===== src/rtl/instr_fetch_unit_if.sv =====
// Fetch-unit bus bundle: instruction-memory request/ack channel, the
// instruction delivery channel towards the datapath, and the redirect input.
//   master : the fetch unit (drives mem_req/mem_addr and the instr_* outputs)
//   slave  : the environment (memory, datapath and branch unit)
interface instr_fetch_unit_if;
   logic        mem_req;
   logic [15:0] mem_addr;
   logic        mem_ack;
   logic [15:0] mem_rdata;
   logic        instr_valid;
   logic [15:0] instr;
   logic [15:0] instr_pc;
   logic        instr_ready;
   logic        redirect;
   logic [15:0] redirect_pc;

   modport master (
      output mem_req, mem_addr, instr_valid, instr, instr_pc,
      input  mem_ack, mem_rdata, instr_ready, redirect, redirect_pc
   );

   modport slave (
      input  mem_req, mem_addr, instr_valid, instr, instr_pc,
      output mem_ack, mem_rdata, instr_ready, redirect, redirect_pc
   );
endinterface


===== src/rtl/instr_fetch_unit.sv =====
// Instruction fetch unit: issues single-outstanding word fetches to
// instruction memory, buffers {pc, instr} pairs in a DEPTH-entry prefetch FIFO
// and hands the FIFO head to the datapath. A redirect flushes the FIFO and
// restarts fetching at redirect_pc; a request already in flight when the
// redirect arrives is waited out and its data dropped.
// Ports:
//   clk, rst_n          : clock, asynchronous active-low reset
//   bus.mem_req/addr    : fetch request and word address (registered)
//   bus.mem_ack/rdata   : memory accept with same-cycle data
//   bus.instr_valid/instr/instr_pc : FIFO head towards the datapath
//   bus.instr_ready     : datapath consumes the head
//   bus.redirect/redirect_pc : flush and new fetch address
// DEPTH must be 2, 4 or 8.
module instr_fetch_unit #(
   parameter int unsigned DEPTH    = 4,
   parameter logic [15:0] RESET_PC = 16'h0000
) (
   input logic              clk,
   input logic              rst_n,
   instr_fetch_unit_if.master bus
);

   localparam int unsigned PTR_W = $clog2(DEPTH);
   localparam int unsigned CNT_W = $clog2(DEPTH + 1);
   localparam logic [CNT_W-1:0] DEPTH_C = CNT_W'(DEPTH);

   typedef enum logic [1:0] {S_IDLE, S_REQ, S_DROP} state_t;

   state_t             state, state_nxt;
   logic [15:0]        fetch_pc, fetch_pc_nxt;
   logic [CNT_W-1:0]   count, count_nxt;
   logic [PTR_W-1:0]   rd_ptr, rd_ptr_nxt;
   logic [PTR_W-1:0]   wr_ptr, wr_ptr_nxt;
   logic               mem_req, mem_req_nxt;
   logic [15:0]        mem_addr, mem_addr_nxt;
   logic [15:0]        pc_mem   [DEPTH];
   logic [15:0]        data_mem [DEPTH];
   logic               deq, enq, space;

   // FIFO head presented straight from the storage registers
   assign bus.instr_valid = (count != '0);
   assign bus.instr       = data_mem[rd_ptr];
   assign bus.instr_pc    = pc_mem[rd_ptr];
   assign bus.mem_req     = mem_req;
   assign bus.mem_addr    = mem_addr;

   // Next-state: redirect beats dequeue/enqueue; issue only when the post-edge
   // count leaves room, which keeps count <= DEPTH with one request in flight.
   always_comb begin
      state_nxt    = state;
      fetch_pc_nxt = fetch_pc;
      count_nxt    = count;
      rd_ptr_nxt   = rd_ptr;
      wr_ptr_nxt   = wr_ptr;
      mem_addr_nxt = mem_addr;
      mem_req_nxt  = mem_req;

      deq = (count != '0) && bus.instr_ready && !bus.redirect;
      enq = (state == S_REQ) && bus.mem_ack && !bus.redirect;

      if (bus.redirect) begin
         count_nxt    = '0;
         rd_ptr_nxt   = '0;
         wr_ptr_nxt   = '0;
         fetch_pc_nxt = bus.redirect_pc;
      end else begin
         if (enq) begin
            wr_ptr_nxt   = wr_ptr + PTR_W'(1);
            fetch_pc_nxt = fetch_pc + 16'd1;
         end
         if (deq) begin
            rd_ptr_nxt = rd_ptr + PTR_W'(1);
         end
         if (enq && !deq) begin
            count_nxt = count + CNT_W'(1);
         end else if (deq && !enq) begin
            count_nxt = count - CNT_W'(1);
         end
      end

      space = (count_nxt < DEPTH_C);

      case (state)
         S_IDLE: begin
            if (space) begin
               state_nxt    = S_REQ;
               mem_addr_nxt = fetch_pc_nxt;
            end
         end
         S_REQ: begin
            if (bus.mem_ack) begin
               if (space) begin
                  state_nxt    = S_REQ;
                  mem_addr_nxt = fetch_pc_nxt;
               end else begin
                  state_nxt = S_IDLE;
               end
            end else if (bus.redirect) begin
               // old request still in flight: keep its address until acked
               state_nxt = S_DROP;
            end
         end
         S_DROP: begin
            // stale ack is swallowed; resume at the (possibly updated) fetch_pc
            if (bus.mem_ack) begin
               state_nxt    = S_REQ;
               mem_addr_nxt = fetch_pc_nxt;
            end
         end
         default: begin
            state_nxt = S_IDLE;
         end
      endcase

      mem_req_nxt = (state_nxt != S_IDLE);
   end

   // State, control and FIFO storage registers
   always_ff @(posedge clk or negedge rst_n) begin
      if (!rst_n) begin
         state    <= S_IDLE;
         fetch_pc <= RESET_PC;
         count    <= '0;
         rd_ptr   <= '0;
         wr_ptr   <= '0;
         mem_req  <= 1'b0;
         mem_addr <= RESET_PC;
         for (int i = 0; i < DEPTH; i++) begin
            pc_mem[i]   <= 16'h0000;
            data_mem[i] <= 16'h0000;
         end
      end else begin
         state    <= state_nxt;
         fetch_pc <= fetch_pc_nxt;
         count    <= count_nxt;
         rd_ptr   <= rd_ptr_nxt;
         wr_ptr   <= wr_ptr_nxt;
         mem_req  <= mem_req_nxt;
         mem_addr <= mem_addr_nxt;
         if (enq) begin
            pc_mem[wr_ptr]   <= fetch_pc;
            data_mem[wr_ptr] <= bus.mem_rdata;
         end
      end
   end

endmodule

===== src/flat_wrapper.sv =====
// flat-port wrapper written by rule: the top's interface ports become plain ports
module instr_fetch_unit_flat 
#(
   parameter int unsigned DEPTH    = 4,
   parameter logic [15:0] RESET_PC = 16'h0000
)
  (clk, rst_n, bus_mem_req, bus_mem_addr, bus_instr_valid, bus_instr, bus_instr_pc, bus_mem_ack, bus_mem_rdata, bus_instr_ready, bus_redirect, bus_redirect_pc);
  instr_fetch_unit_if bus_i ();
  input logic clk;
  input logic rst_n;
  output wire logic [$bits(bus_i.mem_req)-1:0] bus_mem_req;
  output wire logic [$bits(bus_i.mem_addr)-1:0] bus_mem_addr;
  output wire logic [$bits(bus_i.instr_valid)-1:0] bus_instr_valid;
  output wire logic [$bits(bus_i.instr)-1:0] bus_instr;
  output wire logic [$bits(bus_i.instr_pc)-1:0] bus_instr_pc;
  input wire logic [$bits(bus_i.mem_ack)-1:0] bus_mem_ack;
  input wire logic [$bits(bus_i.mem_rdata)-1:0] bus_mem_rdata;
  input wire logic [$bits(bus_i.instr_ready)-1:0] bus_instr_ready;
  input wire logic [$bits(bus_i.redirect)-1:0] bus_redirect;
  input wire logic [$bits(bus_i.redirect_pc)-1:0] bus_redirect_pc;
  assign bus_mem_req = bus_i.mem_req;
  assign bus_mem_addr = bus_i.mem_addr;
  assign bus_instr_valid = bus_i.instr_valid;
  assign bus_instr = bus_i.instr;
  assign bus_instr_pc = bus_i.instr_pc;
  assign bus_i.mem_ack = bus_mem_ack;
  assign bus_i.mem_rdata = bus_mem_rdata;
  assign bus_i.instr_ready = bus_instr_ready;
  assign bus_i.redirect = bus_redirect;
  assign bus_i.redirect_pc = bus_redirect_pc;
  instr_fetch_unit #(.DEPTH(DEPTH), .RESET_PC(RESET_PC)) u_core (.clk(clk), .rst_n(rst_n), .bus(bus_i));
endmodule

===== config.mk =====
export PLATFORM = sky130hd
export DESIGN_NAME = instr_fetch_unit_flat
export DESIGN_NICKNAME = d
export VERILOG_FILES = /design/src/rtl/instr_fetch_unit_if.sv /design/src/rtl/instr_fetch_unit.sv /design/src/flat_wrapper.sv
export SDC_FILE = /design/constraint.sdc
export NUM_CORES = 1
export LEC_CHECK = 0
export ABC_AREA = 1
export CORE_ASPECT_RATIO = 0.75
export CORE_MARGIN = 3
export CORE_UTILIZATION = 44
export DETAILED_ROUTE_END_ITERATION = 8
export PLACE_DENSITY = 0.65
export RECOVER_POWER = 25
export SLEW_MARGIN = 20
export SYNTH_ARGS = -nofsm -noshare
export SYNTH_HDL_FRONTEND = slang
export SYNTH_SLANG_ARGS = --single-unit

===== constraint.sdc =====
create_clock -name clk -period 2.6 [get_ports clk]
set_clock_uncertainty 0.05 [all_clocks]
set_input_delay 0.78 -clock clk [delete_from_list [all_inputs] [get_ports clk]]
set_output_delay 0.78 -clock clk [all_outputs]
set_load 0.005 [all_outputs]

Word-level counts from Yosys, hierarchy flattened
Index checks and enable logic that the tools add are counted.
Storage, ports and cells
  bits of input ports: 37
  register bits: 170
  word-level logic and storage cells: 76
Operators by class
  order comparisons: 4
  $add $sub $neg: 5
  reduce and logical (&&, ||, !) cells: 17
  multiplexer cells: 29
  bitwise operators: 2
  equal/unequal tests: 4
Operators with widths (number)
  $mux W16: 10
  $bwmux W64: 2
  $bmux W16 S2: 2
  $pmux W16 S3: 1
  $demux W16 S2: 1
  $add A16 B1 Y16 const B: 1
  $mux W2: 8
  $mux W3: 3
  $logic_and A1 B1 Y1: 7
  $ge A3 B3 Y1 const B: 2
  $not A2 Y3: 2
  $pmux W2 S3: 1
  $reduce_bool A2 Y1: 3
  $reduce_bool A3 Y1: 2
  $add A2 B1 Y2 const B: 2
  $ne A2 B2 Y1 const B: 2
  $add A3 B1 Y3 const B: 1
  $logic_not A1 Y1: 3
  $lt A3 B1 Y1 const B: 1
  $lt A3 B3 Y1 const B: 1
  $reduce_and A3 Y1: 1
  $sub A3 B1 Y3 const B: 1
  $eq A2 B1 Y1 const B: 1
  $eq A2 B2 Y1 const B: 1
  other kinds (2): 2

Logic depth before layout (Yosys ltp)
  depth in word-level cells: 13
  depth in mapped cells: 13

Worst setup path after synthesis
No wires, ideal clock.
  kind: register to output
  from: register u_core.rd_ptr[0]
  to: output port bus_instr[0]
  arrival: 1.381 ns
  stages on the path, launching flop included: 7
  path slack: 0.389 ns
  cell sequence: dfrtp_1 -> clkbuf_1 -> inv_1 -> clkbuf_1 -> clkbuf_1 -> nor2_1 -> o22ai_1
Between the ends
  longest elaborated chain between the ends: 4
Ends and longest elaborated chain
  from (decl): RTL line instr_fetch_unit.sv:32  | logic [PTR_W-1:0] rd_ptr, rd_ptr_nxt;
  from (signal assigned): RTL line instr_fetch_unit.sv:136  | rd_ptr <= rd_ptr_nxt;
  $not A2 Y3 (implied by the code): RTL line instr_fetch_unit.sv:42  | assign bus.instr = data_mem[rd_ptr];
  $bmux W16 S2: RTL line instr_fetch_unit.sv:42
  $mux W16 (implied by the code) (2 in series): RTL line instr_fetch_unit.sv:42
  to (decl): RTL line flat_wrapper.sv:14  | output wire logic [$bits(bus_i.instr)-1:0] bus_instr;
No other way between the ends. The select of a mux whose other input is x is not followed.

Worst setup path after layout
  from: register u_core.rd_ptr[0]
  to: output port bus_instr_pc[15]
Between the ends
  longest elaborated chain between the ends: 4
Ends and longest elaborated chain
  $not A2 Y3 (implied by the code): RTL line instr_fetch_unit.sv:43  | assign bus.instr_pc = pc_mem[rd_ptr];
  $bmux W16 S2: RTL line instr_fetch_unit.sv:43
  $mux W16 (implied by the code) (2 in series): RTL line instr_fetch_unit.sv:43
  to (decl): RTL line flat_wrapper.sv:15  | output wire logic [$bits(bus_i.instr_pc)-1:0] bus_instr_pc;
No other way between the ends. The select of a mux whose other input is x is not followed.

==> summary.md <==
| Metric | Value |
|---|---|
| Crit Path Class | `register to output pin` |
| Rows | `41` |
| Distinct cell type count after synthesis | `28` |
| Worst skew pair latency | `0.43 ns` |
| CP arrival | `1.73 ns` |
| Worst setup EP type | `output pin` |
| Startpoint Class | `register` |
| Setup violators final | `0` |
| HP Class | `register to register` |
| R2R setup slack | `0.62 ns` |
| CP required | `1.77 ns` |
| Power Dens Cells | `1050 nW/µm²` |
| Layout area overhead | `26.9%` |
| Commonest cells after routing, fill and taps aside | `nand2_1, o21ai_0, dfrtp_1, nor2_1, clkdlybuf4s50_1` |
| GRT Util Overall | `21.2%` |
| Final Hold Fails | `0` |
| Syn Std Cell Area | `7630 µm²` |
| Initial drt markers | `512` |
| Setup_tns | `0 ns` |
| Synth top area cells | `dfrtp_1, o21ai_0, nand2_1` |
| Share of layout cells above drive strength 1 | `12.3%` |
| Final wirelength | `19,000 µm` |
| Least-Margin Pin Slew | `1.13 ns` |
| Initial Util | `45.1%` |
| Via count | `6,474` |
| Slew headroom | `25.0%` |
| DRT Pass-1 Iters | `5` |
| DRC | `0` |
| Vias/cell | `5.26` |
| Min Clock Period, post-route | `2.56 ns` |
| Final Core Density | `57.2%` |
| Hold path cells | `2` |
| Clk slew on worst S/H paths | `0.06 ns` |
| FILL cells | `1,552` |
| Dpl hpwl | `11,900 µm` |
| Seq/Total Area, Yosys | `55.7%` |
| CTS H-tree lvls | `4` |
| FMAX | `0.390 GHz` |
| Dpl ws | `0.0617 ns` |
| Leakage power | `4.67 nW` |
| Port Buf Inserts | `86` |
| Yosys top cell area share | `55.7%` |
| CTS tree | `done` |
| Largest net degree at the start of global routing | `65` |
| Global-route wire length before repair | `31,800 µm` |
| Cells after Synth | `910` |
| Die area | `19,000 µm²` |
| Nets@finish | `1,049` |
| Multi-input logic area | `3080 µm²` |
| Antenna violations before repair | `0` |
| Post-route setup slack | `0.0350 ns` |
| CTS Root Cell | `clkbuf_16` |
| Core outline area | `16,900 µm²` |
| R2R depth | `12` |
| CTS Hold Buffers Added | `0` |
| TritonCTS Buffers | `17` |
| Max-Cap Viols | `0` |
| Leading area contributor after synthesis | `dfrtp_1` |
| Vias in the first global route | `6,158` |
| RePlAce Congestion | `0.784` |
| Status | `completed` |
| I/O pin count | `87` |
| DRT antenna net count | `0` |
| Worst-path maximum fanout | `4` |
| Clock sink count | `170` |
| Max VDD drop | `0.000504 V` |
| Die width | `158 µm` |
| Antenna Cells | `0` |
| Die height | `120 µm` |
| Routed len/inst | `15.5 µm` |
| Average cell area after synthesis | `8.39 µm²` |
| Final cycle utilization of the critical path | `98.7%` |
| RSZ-0062 raised after global routing | `yes` |
| Synthesized net count | `955` |
| Commonest non-fill, non-tap cell in the layout | `nand2_1` |
| Pins Over Slew Limit | `0` |
| Bufs on Longest Clock Path | `2` |
| Worst hold margin | `0.420 ns` |
| Reg area | `4260 µm²` |
| #FFs+latches synth | `170` |
| Global route total overflow | `0` |
| Synth warnings | `0` |
report_power, final:
| group | switching (mW) | internal, mW | leakage [nW] |
|---|---|---|---|
| registers | 0.509 | 3.54 | 2.22 |
| logic | 1.82 | 1.66 | 2.16 |
| clock network | 1.01 | 1.60 | 0.291 |
| total | 3.34 | 6.81 | 4.67 |
path summary, 6_finish.rpt:
kind | to | start
setup / recovery | bus_instr_pc[15] | u_core.rd_ptr[0]
min in group asynchronous | u_core.data_mem[1] | rst_n
hold / removal | u_core.bus.mem_addr[4] | u_core.bus.mem_addr[4]
hold reg to reg | u_core.bus.mem_addr[4] | u_core.bus.mem_addr[4]
max in group asynchronous | u_core.state[0] | rst_n
setup reg to reg | u_core.bus.mem_addr[10] | u_core.count[0]
critical path, cell delays in order (launching register included):
cell and delay [ns]:
dfrtp_2 0.45, inv_4 0.07, buf_12 0.13, buf_12 0.14
clkbuf_16 0.16, o21ai_1 0.13, o22ai_1 0.08, buf_2 0.14
synth_stat cells, drive strengths merged:
master  instances
o22ai          32
a21boi          2
xor2            1
nand4           6
buf             7
a21oi           4
clkbuf         44
o21ai         198
inv            51
o211ai          3
dfrtp         170
nor3            4
nor2           82
o221ai          1
ha              8
nand2         251
nand3          46
flip-flops by register name (all words and copies together), names as in the netlist:
name	cells
u_core.wr_ptr	2
u_core.state	2
u_core.pc_mem	64
u_core.rd_ptr	2
u_core.bus.mem_req	1
u_core.data_mem	64
u_core.count	3
u_core.fetch_pc	16
u_core.bus.mem_addr	16
per-stage QoR:
stage	cells	power (mW)	instance area [µm²]
2_1_floorplan	910	5.78	7630
3_3_place_gp	1192	7.50	8930
3_5_place_dp	1192	7.55	8930
4_1_cts	1227	10.1	9610
5_1_grt	1230	10.9	9680
6_report	1230	10.1	9680
per-layer routing:
metal / global-route usage, % / vias up / part of all wire, %
met4: 5.64 / 0 / 1.3
li1: - / 3201 / -
met1: 32.2 / 3107 / 50
met5: 0 / - / 0
met2: 30.8 / 149 / 44
met3: 4.69 / 17 / 5.4
cells by family (layout without fill, tap and decap cells):
logic type               count (synthesis)  count (layout)  share of synthesized area, %
AO/OA/AOI/OAI                          240             240                          16.5
flip-flops                             170             170                          55.7
adder cells (fa/ha/maj)                  8               8                          1.31
buffers and inverters                  102             207                          5.25
XOR/XNOR                                 1               1                         0.115
AND/OR/NAND/NOR                        389             389                          21.1
layout make-up:
| class | count | area share [%] |
|---|---|---|
| clock inverters | 7 | 1.19 |
| flip-flops and latches | 170 | 43.9 |
| repair buffers | 126 | 13.3 |
| clock buffers | 23 | 5.04 |
| multi-input cells | 638 | 31.8 |
| well taps | 215 | 2.78 |
| inverters | 51 | 2.00 |
what timing repair did:
item	CTS	global route
gates resized for setup	103	32
cloned	2	2
pin swaps	9	13
setup endpoints to repair	32	18
buffers inserted	3	1
hold endpoints to repair	0	0
Note: power is estimated with default switching activity, not from simulation.
